--- config.mk ---
export PLATFORM = sky130hd
export DESIGN_NAME = serial_add_sub
export DESIGN_NICKNAME = d
export VERILOG_FILES = /design/src/rtl/serial_add_sub_pkg.sv /design/src/rtl/serial_add_sub_fa_cell.sv /design/src/rtl/serial_add_sub.sv
export SDC_FILE = /design/constraint.sdc
export NUM_CORES = 1
export LEC_CHECK = 0
export CAP_MARGIN = 10
export CORE_ASPECT_RATIO = 1.4
export CORE_MARGIN = 2
export CORE_UTILIZATION = 51
export CTS_BUF_LIST = sky130_fd_sc_hd__clkbuf_8 sky130_fd_sc_hd__clkbuf_16
export DETAILED_ROUTE_END_ITERATION = 12
export DONT_BUFFER_PORTS = 1
export PLACE_DENSITY = 0.69
export SLEW_MARGIN = 20
export SYNTH_ARGS = -nofsm -noshare
export SYNTH_HDL_FRONTEND = slang
export SYNTH_SLANG_ARGS = --single-unit
--- constraint.sdc ---
create_clock -name clk -period 1.3 [get_ports clk]
set_input_delay 0.13 -clock clk [delete_from_list [all_inputs] [get_ports clk]]
set_output_delay 0.13 -clock clk [all_outputs]
set_load 0.02 [all_outputs]
--- src/rtl/serial_add_sub_pkg.sv ---
// Shared definitions for the bit-serial adder/subtractor: FSM encoding and
// the elaboration-time width legality check.
package serial_add_sub_pkg;

  typedef enum logic [1:0] {
    ST_IDLE = 2'd0,
    ST_RUN  = 2'd1,
    ST_DONE = 2'd2
  } state_e;

  localparam int MIN_WIDTH = 1;
  localparam int MAX_WIDTH = 32;

  function automatic bit width_legal(input int w);
    return (w >= MIN_WIDTH) && (w <= MAX_WIDTH);
  endfunction

endpackage

--- src/rtl/serial_add_sub_fa_cell.sv ---
// Single-bit combinational full adder; the serial datapath feeds it one
// operand bit pair per clock together with the registered carry.
module fa_cell (
  input  logic a_i,
  input  logic b_i,
  input  logic cin_i,
  output logic s_o,
  output logic cout_o
);

  assign s_o    = a_i ^ b_i ^ cin_i;
  assign cout_o = (a_i & b_i) | (a_i & cin_i) | (b_i & cin_i);

endmodule

--- src/rtl/serial_add_sub.sv ---
// Bit-serial adder/subtractor, LSB first, one bit per clock. Subtraction is
// A + ~B + 1, with the +1 injected as the initial carry.
module serial_add_sub
  import serial_add_sub_pkg::*;
#(
  parameter int WIDTH = 8
) (
  input  logic             clk,
  input  logic             rst,
  input  logic             in_valid,
  output logic             in_ready,
  input  logic [WIDTH-1:0] op_a,
  input  logic [WIDTH-1:0] op_b,
  input  logic             sub,
  output logic             out_valid,
  input  logic             out_ready,
  output logic [WIDTH-1:0] sum,
  output logic             carry_out,
  output logic             overflow
);

  localparam int CW = (WIDTH > 1) ? $clog2(WIDTH) : 1;

  if (!width_legal(WIDTH)) begin : g_bad_width
    $error("serial_add_sub: WIDTH must be in 1..32");
  end

  state_e           state_q, state_d;
  logic [CW-1:0]    cnt_q, cnt_d;
  logic             carry_q, carry_d;
  logic [WIDTH-1:0] a_sr_q, a_sr_d;
  logic [WIDTH-1:0] b_sr_q, b_sr_d;
  logic [WIDTH-1:0] acc_q, acc_d;
  logic [WIDTH-1:0] sum_q, sum_d;
  logic             cout_q, cout_d;
  logic             ovf_q, ovf_d;

  logic             fa_s;
  logic             fa_cout;
  logic [WIDTH-1:0] acc_shift;
  logic             last_bit;

  fa_cell u_fa (
    .a_i    (a_sr_q[0]),
    .b_i    (b_sr_q[0]),
    .cin_i  (carry_q),
    .s_o    (fa_s),
    .cout_o (fa_cout)
  );

  // The new sum bit enters at the MSB so that after WIDTH shifts the LSB lines up.
  if (WIDTH == 1) begin : g_acc_w1
    assign acc_shift = fa_s;
  end else begin : g_acc_wn
    assign acc_shift = {fa_s, acc_q[WIDTH-1:1]};
  end

  assign last_bit = (cnt_q == CW'(WIDTH - 1));

  always_comb begin
    state_d = state_q;
    cnt_d   = cnt_q;
    carry_d = carry_q;
    a_sr_d  = a_sr_q;
    b_sr_d  = b_sr_q;
    acc_d   = acc_q;
    sum_d   = sum_q;
    cout_d  = cout_q;
    ovf_d   = ovf_q;
    case (state_q)
      ST_IDLE: begin
        if (in_valid) begin
          a_sr_d  = op_a;
          b_sr_d  = sub ? ~op_b : op_b;
          carry_d = sub;
          cnt_d   = '0;
          state_d = ST_RUN;
        end
      end
      ST_RUN: begin
        a_sr_d  = a_sr_q >> 1;
        b_sr_d  = b_sr_q >> 1;
        carry_d = fa_cout;
        acc_d   = acc_shift;
        cnt_d   = cnt_q + 1'b1;
        if (last_bit) begin
          // carry_q here is the carry into the MSB, needed for signed overflow.
          sum_d   = acc_shift;
          cout_d  = fa_cout;
          ovf_d   = carry_q ^ fa_cout;
          state_d = ST_DONE;
        end
      end
      ST_DONE: begin
        if (out_ready) state_d = ST_IDLE;
      end
      default: state_d = ST_IDLE;
    endcase
  end

  always_ff @(posedge clk) begin
    if (rst) begin
      state_q <= ST_IDLE;
      cnt_q   <= '0;
      carry_q <= 1'b0;
      a_sr_q  <= '0;
      b_sr_q  <= '0;
      acc_q   <= '0;
      sum_q   <= '0;
      cout_q  <= 1'b0;
      ovf_q   <= 1'b0;
    end else begin
      state_q <= state_d;
      cnt_q   <= cnt_d;
      carry_q <= carry_d;
      a_sr_q  <= a_sr_d;
      b_sr_q  <= b_sr_d;
      acc_q   <= acc_d;
      sum_q   <= sum_d;
      cout_q  <= cout_d;
      ovf_q   <= ovf_d;
    end
  end

  assign in_ready  = (state_q == ST_IDLE);
  assign out_valid = (state_q == ST_DONE);
  assign sum       = sum_q;
  assign carry_out = cout_q;
  assign overflow  = ovf_q;

endmodule

**After elaboration in Yosys (flattened, before gate mapping)**

Cells that the tools add are included.

- Register bits: 40
- Output and inout port bits: 12

- Add/sub/neg operators: 1
- Equal/unequal tests: 6
- Mux-type cells: 13
- Bitwise operators: 9
- Reduce and logical (&&, ||, !) cells: 5

Operator list:

| kind | number |
|---|---|
| 8-bit case mux with 2 select lines | 2 |
| 8-bit 2-to-1 mux | 3 |
| 8-bit inverter | 1 |
| 2-bit 2-to-1 mux | 3 |
| 2-bit case mux with 3 select lines | 1 |
| 3-bit case mux with 2 select lines | 1 |
| 2-bit inequality test (second input constant) | 2 |
| 2-bit AND reduction | 2 |
| 3-bit by 1-bit adder with 3-bit output (second input constant) | 1 |
| 1-bit bitwise AND | 3 |
| 3-bit equality test (second input constant) | 1 |
| 3-bit 2-to-1 mux | 1 |
| 3-bit AND reduction | 1 |
| 1-bit bitwise XOR | 3 |
| 2-bit by 1-bit equality test with 1-bit output (second input constant) | 1 |
| 2-bit equality test (second input constant) | 1 |
| 2-bit logical NOT | 1 |
| 2-bit by 1-bit inequality test with 1-bit output (second input constant) | 1 |
| 1-bit OR | 2 |
| 1-bit case mux with 2 select lines | 1 |
| 2-bit nonzero test | 1 |
| 1-bit 2-to-1 mux | 1 |

**Depth between registers and ports, before layout**

- Depth after elaboration: 4
- Gate-level depth with buffers: 6
- Mapped depth without buffers: 5

**Hierarchy**

From an unflattened synthesis, not the netlist that was laid out.

- Cells, all modules: 208
- Area total of the unflattened synthesis: 1779.2 um2

By module, submodules not included:

| module | instances | cells an instance | area each (um2) | seq. area each (um2) |
|---|---|---|---|---|
| serial_add_sub | 1 | 207 | 1759.2 | 780.7 |
| fa_cell | 1 | 1 | 20.0 | 0.0 |

**Worst setup path before layout**

Ideal clock, no wire load.

- Path type: register -> register
- From: register cnt_q[0]
- To: register ovf_q, in the netlist overflow
- Arrival time: 1.191 ns
- Data required time: 1.214 ns
- Path slack: 0.024 ns
- Stages on the path, launching flop included: 6
- Path buffers: 1
- Path through: dfxtp_1 -> ha_1 -> ha_1 -> and3b_1 -> buf_2 -> a211oi_1

- Longest elaborated chain between the ends: 2

RTL lines:

| what | RTL line | source |
|---|---|---|
| start: declaration | serial_add_sub.sv:29 | `logic [CW-1:0] cnt_q, cnt_d;` |
| start signal: assignment | serial_add_sub.sv:114 | `cnt_q <= cnt_d;` |
| 3-bit equality test | serial_add_sub.sv:58 | `assign last_bit = (cnt_q == CW'(WIDTH - 1));` |
| 2-bit AND reduction (no line) | - |  |
| end signal: assignment | serial_add_sub.sv:121 | `ovf_q <= ovf_d;` |
| end: declaration | serial_add_sub.sv:36 | `logic ovf_q, ovf_d;` |

Every way passes these cells.
A chain may end at the register's enable or synchronous reset.

**Worst setup path after layout**

Ends and elaborated chain as after synthesis.

==> Implementation_results.wiki <==
{| class="wikitable"
! Metric !! Value
|-
| Hold_ws || approximately 0.012 ns
|-
| Maximum net fanout on the critical path || 3
|-
| Number of buffers on the longest clock path || 2
|-
| R2R Setup Slk || 0.003 ns
|-
| Die Width || around 53 um
|-
| Avg WL per Cell || 13.8 um
|-
| Number of antenna violations at the first check in global routing || 0
|-
| Area Growth Syn to Fin || 16.1%
|-
| Met2 WL post-DR || between 1.5 and 2 mm
|-
| Max-cap check violation count || 0
|-
| Sequential element share of the synthesized area || between 40% and 50%
|-
| Period minus WS final || approximately 1.3 ns
|-
| # nets final || 229
|-
| Post-DRT Antenna Nets || 0
|-
| Metal-1 WL || 1.31 mm
|-
| Clock-pin slew on the worst setup and hold paths || approximately 0.070 ns
|-
| GRT Overall Usage || 19.6%
|-
| Largest net degree at the start of global routing || 40
|-
| Outcome || finished, final reports clean
|-
| Number of enable flip-flop cells after synthesis || 0
|-
| Worst setup skew after layout || 0.00429 ns
|-
| Delay of the slowest critical-path stage || around 0.34 ns
|-
| Antenna Diode Count || 0
|-
| R2r startpoint || cnt_q[0]$_SDFFE_PP0P_
|-
| Worst Reg-to-Reg Cells || 5
|-
| Last weighted congestion value of the routability-driven placer || 0.689
|-
| Max-slew violation count || 0
|-
| Detailed-routing iteration count for the pre-antenna-repair pass || 4
|-
| Final period utilization || 99.8%
|-
| Total number of placement rows || 25
|-
| CTS H-Tree Depth || 2
|-
| Detail Route met3 WL || roughly 160 um
|-
| Hold path depth || 2
|-
| Buffer cell driving the clock tree root || sky130_fd_sc_hd__clkbuf_8
|-
| Fraction of registers with async set/reset || 0%
|-
| CP endpoint kind || flip-flop
|-
| Distinct cell type count of the synthesized netlist || 30
|-
| Post-synthesis instance total || 200
|-
| TritonCTS clock tree || yes
|-
| I/O Buffers || 0
|-
| RSZ-0062 raised after global routing || true
|-
| Die Y-Extent || 73.3 um
|-
| Capture endpoint of the worst hold path || b_sr_q[6]$_SDFFE_PP0P_
|-
| Layout cells sized above 1 || roughly 22%
|-
| Mean instance size in the synthesized netlist || 8.74 um2
|-
| Critical hold path startpoint || op_b[6]
|-
| Overflow left after global routing || 0
|-
| Syn nets || around 220
|-
| DRC violation total after the first TritonRoute iteration || 15
|-
| PD cells || 1190 nW/um2
|-
| Skew-Pair Late Insertion Delay || 0.28 ns
|-
| Vias in the first global route || 1336
|-
| Total of endpoints with negative setup slack in the final report || 0
|-
| Worst VDD drop || 0.000818 V
|-
| Die Footprint || 3920 um2
|-
| Placed wire-length estimate after detailed placement || 2.33 mm
|-
| Endpoints failing hold || 0
|-
| Capture point of the worst reg-to-reg path || overflow$_SDFFE_PP0P_
|-
| Core Footprint || between 3000 and 4000 um2
|-
| Total via count after detailed routing || 1361
|-
| Highest metal layer with signal wires || met4
|-
| Setup CP Type || reg -> reg
|-
| Netlist area before placement || around 1700 um2
|-
| Count of clock tree sinks || 39
|-
| Worst-path cell chain || ha_4, ha_4, and3b_2, buf_6, a211oi_2
|-
| Flip-flop cell with the highest count after synthesis || sky130_fd_sc_hd__dfxtp_1
|-
| Yosys warns || 0
|-
| Worst hold path type || in -> reg
|-
| Number of synthesized register bits || 39
|-
| Static leakage power || roughly 0.73 nW
|-
| Inserted Clock Buffers || 5
|-
| Cell with the biggest individual delay on the critical path || sky130_fd_sc_hd__dfxtp_2
|-
| Total chip power || 2.43 mW
|-
| Top-level port count || 33
|-
| Finished Core Util || 61.2%
|-
| CP Data Arrival Time || ~1.5 ns
|-
| First-pass GRT wire length || 5.58 mm
|-
| Final Routed Wirelength || 3.40 mm
|-
| Actual transition at the worst max-transition pin || 0.451 ns
|-
| Avg Vias per Cell || roughly 5.5
|-
| Max Freq || 0.771 GHz
|-
| Max-Slew Margin vs Limit || between 60 and 70%
|-
| Kind of start point of the critical path || flip-flop
|-
| Most common cell on crit path || sky130_fd_sc_hd__ha_4
|-
| Number of remaining DRC errors || 0
|-
| CP Data Required Time || 1.51 ns
|-
| Effective utilization at floorplan || 52.7%
|}
==> cell usage after synthesis (2+ instances only) <==
cell type | count | area [um2]
sky130_fd_sc_hd__dfxtp_1 | 39 | 781
sky130_fd_sc_hd__buf_6 | 2 | 22.5
sky130_fd_sc_hd__or3b_1 | 8 | 70.1
sky130_fd_sc_hd__a21oi_1 | 25 | 125
sky130_fd_sc_hd__clkbuf_1 | 6 | 22.5
sky130_fd_sc_hd__ha_1 | 2 | 25.0
sky130_fd_sc_hd__nor2_1 | 13 | 48.8
sky130_fd_sc_hd__xnor2_1 | 8 | 70.1
sky130_fd_sc_hd__nand2_1 | 35 | 131
sky130_fd_sc_hd__nand2b_1 | 10 | 62.6
sky130_fd_sc_hd__a22oi_1 | 10 | 75.1
sky130_fd_sc_hd__a211oi_1 | 2 | 15.0
sky130_fd_sc_hd__o22ai_2 | 7 | 87.6
sky130_fd_sc_hd__nor3_1 | 8 | 40.0
sky130_fd_sc_hd__buf_2 | 8 | 40.0
sky130_fd_sc_hd__nor2b_1 | 3 | 18.8
==> final cells by class <==
class | count | area [um2]
clock buffer | 7 | 96.3
clock inverter | 1 | 3.75
fill | 303 | 1290
inverter | 1 | 3.75
multi-input combinational | 143 | 941
sequential | 39 | 786
tap | 40 | 50.0
timing repair buffer | 15 | 149
==> worst max-delay path by stage <==
stage / from / endpoint / slack, ns / cells past startpoint
after detailed placement: state_q[0]$_SDFFE_PP0P_ / b_sr_q[2]$_SDFFE_PP0P_ / -0.14 / 3
after floorplan: cnt_q[0]$_SDFFE_PP0P_ / overflow$_SDFFE_PP0P_ / 0.02 / 5
after global routing: cnt_q[0]$_SDFFE_PP0P_ / overflow$_SDFFE_PP0P_ / -0.07 / 5
final: cnt_q[0]$_SDFFE_PP0P_ / overflow$_SDFFE_PP0P_ / 0.003 / 5
after global placement: state_q[0]$_SDFFE_PP0P_ / b_sr_q[5]$_SDFFE_PP0P_ / -0.06 / 3
after CTS: cnt_q[1]$_SDFFE_PP0P_ / sum[1]$_SDFFE_PP0P_ / 0.01 / 6
==> critical path: cells and delay by family, from the launching register on <==
family                     cells  cell delay, ns
and+or+nand+nor                1            0.24
DFF                            1            0.34
AOI/OAI and AO/OA              1            0.20
adders and majority gates      2            0.32
buffers and inverters          1            0.13
==> registers in the layout, indices dropped and copies added, names as in the netlist <==
signal     flops
acc_q          7
sum            8
carry_out      1
state_q        2
overflow       1
a_sr_q         8
carry_q        1
b_sr_q         8
cnt_q          3
==> where the power goes <==
part	internal [mW]	switching [mW]
Sequential	1.25	0.0358
Clock	0.476	0.390
Combinational	0.137	0.137
Total	1.86	0.563
==> kinds of logic (layout without fill, tap and decap cells) <==
group                    count (synthesis)  count (layout)  share of synthesized area [%]
AO/OA/AOI/OAI                           49              49                           19.5
XOR/XNOR                                 9               9                           4.51
buffers and inverters                   18              24                           5.30
AND/OR/NAND/NOR                         81              81                           22.9
adder cells (fa/ha/maj)                  3               3                           2.58
multiplexers                             1               1                          0.573
flip-flops                              39              39                           44.7
==> routing by layer <==
layer / vias to the layer above / global-route usage, %
li1: 691 / -
met1: 627 / 20.9
met2: 39 / 33.7
met3: 4 / 5.49
met4: 0 / 10.5
met5: - / 0
==> metrics by stage <==
step | setup TNS (ns) | cell area [um2] | cells | setup WS [ns]
5_1_grt | -0.0744 | 2030 | 246 | -0.0721
3_5_place_dp | -1.17 | 1810 | 235 | -0.142
3_3_place_gp | -0.407 | 1810 | 235 | -0.0568
6_report | 0 | 2030 | 246 | 0.00319
2_1_floorplan | 0 | 1750 | 200 | 0.0237
4_1_cts | 0 | 1970 | 245 | 0.0130
==> layout by cell type, fill, tap and decap left out, types with 3 or more instances in the layout <==
master / count
sky130_fd_sc_hd__nor3_1: 8
sky130_fd_sc_hd__clkbuf_8: 7
sky130_fd_sc_hd__o22ai_2: 7
sky130_fd_sc_hd__dfxtp_1: 35
sky130_fd_sc_hd__a21oi_1: 23
sky130_fd_sc_hd__xnor2_1: 8
sky130_fd_sc_hd__buf_6: 3
sky130_fd_sc_hd__nand2b_1: 10
sky130_fd_sc_hd__buf_4: 10
sky130_fd_sc_hd__nor2_1: 12
sky130_fd_sc_hd__nor2b_1: 3
sky130_fd_sc_hd__or3b_1: 8
sky130_fd_sc_hd__a22oi_1: 9
sky130_fd_sc_hd__nand2_1: 34
sky130_fd_sc_hd__dfxtp_2: 4
==> repair_timing <==
action                                 in CTS  in global routing
buffers inserted                            1                  1
resized for setup                           9                 13
endpoints found under the hold margin      39                  0
pin swaps                                   1                  3
setup endpoints to repair                  21                 32
hold buffers                                1                  0
Note: power is estimated with default switching activity, not from simulation.
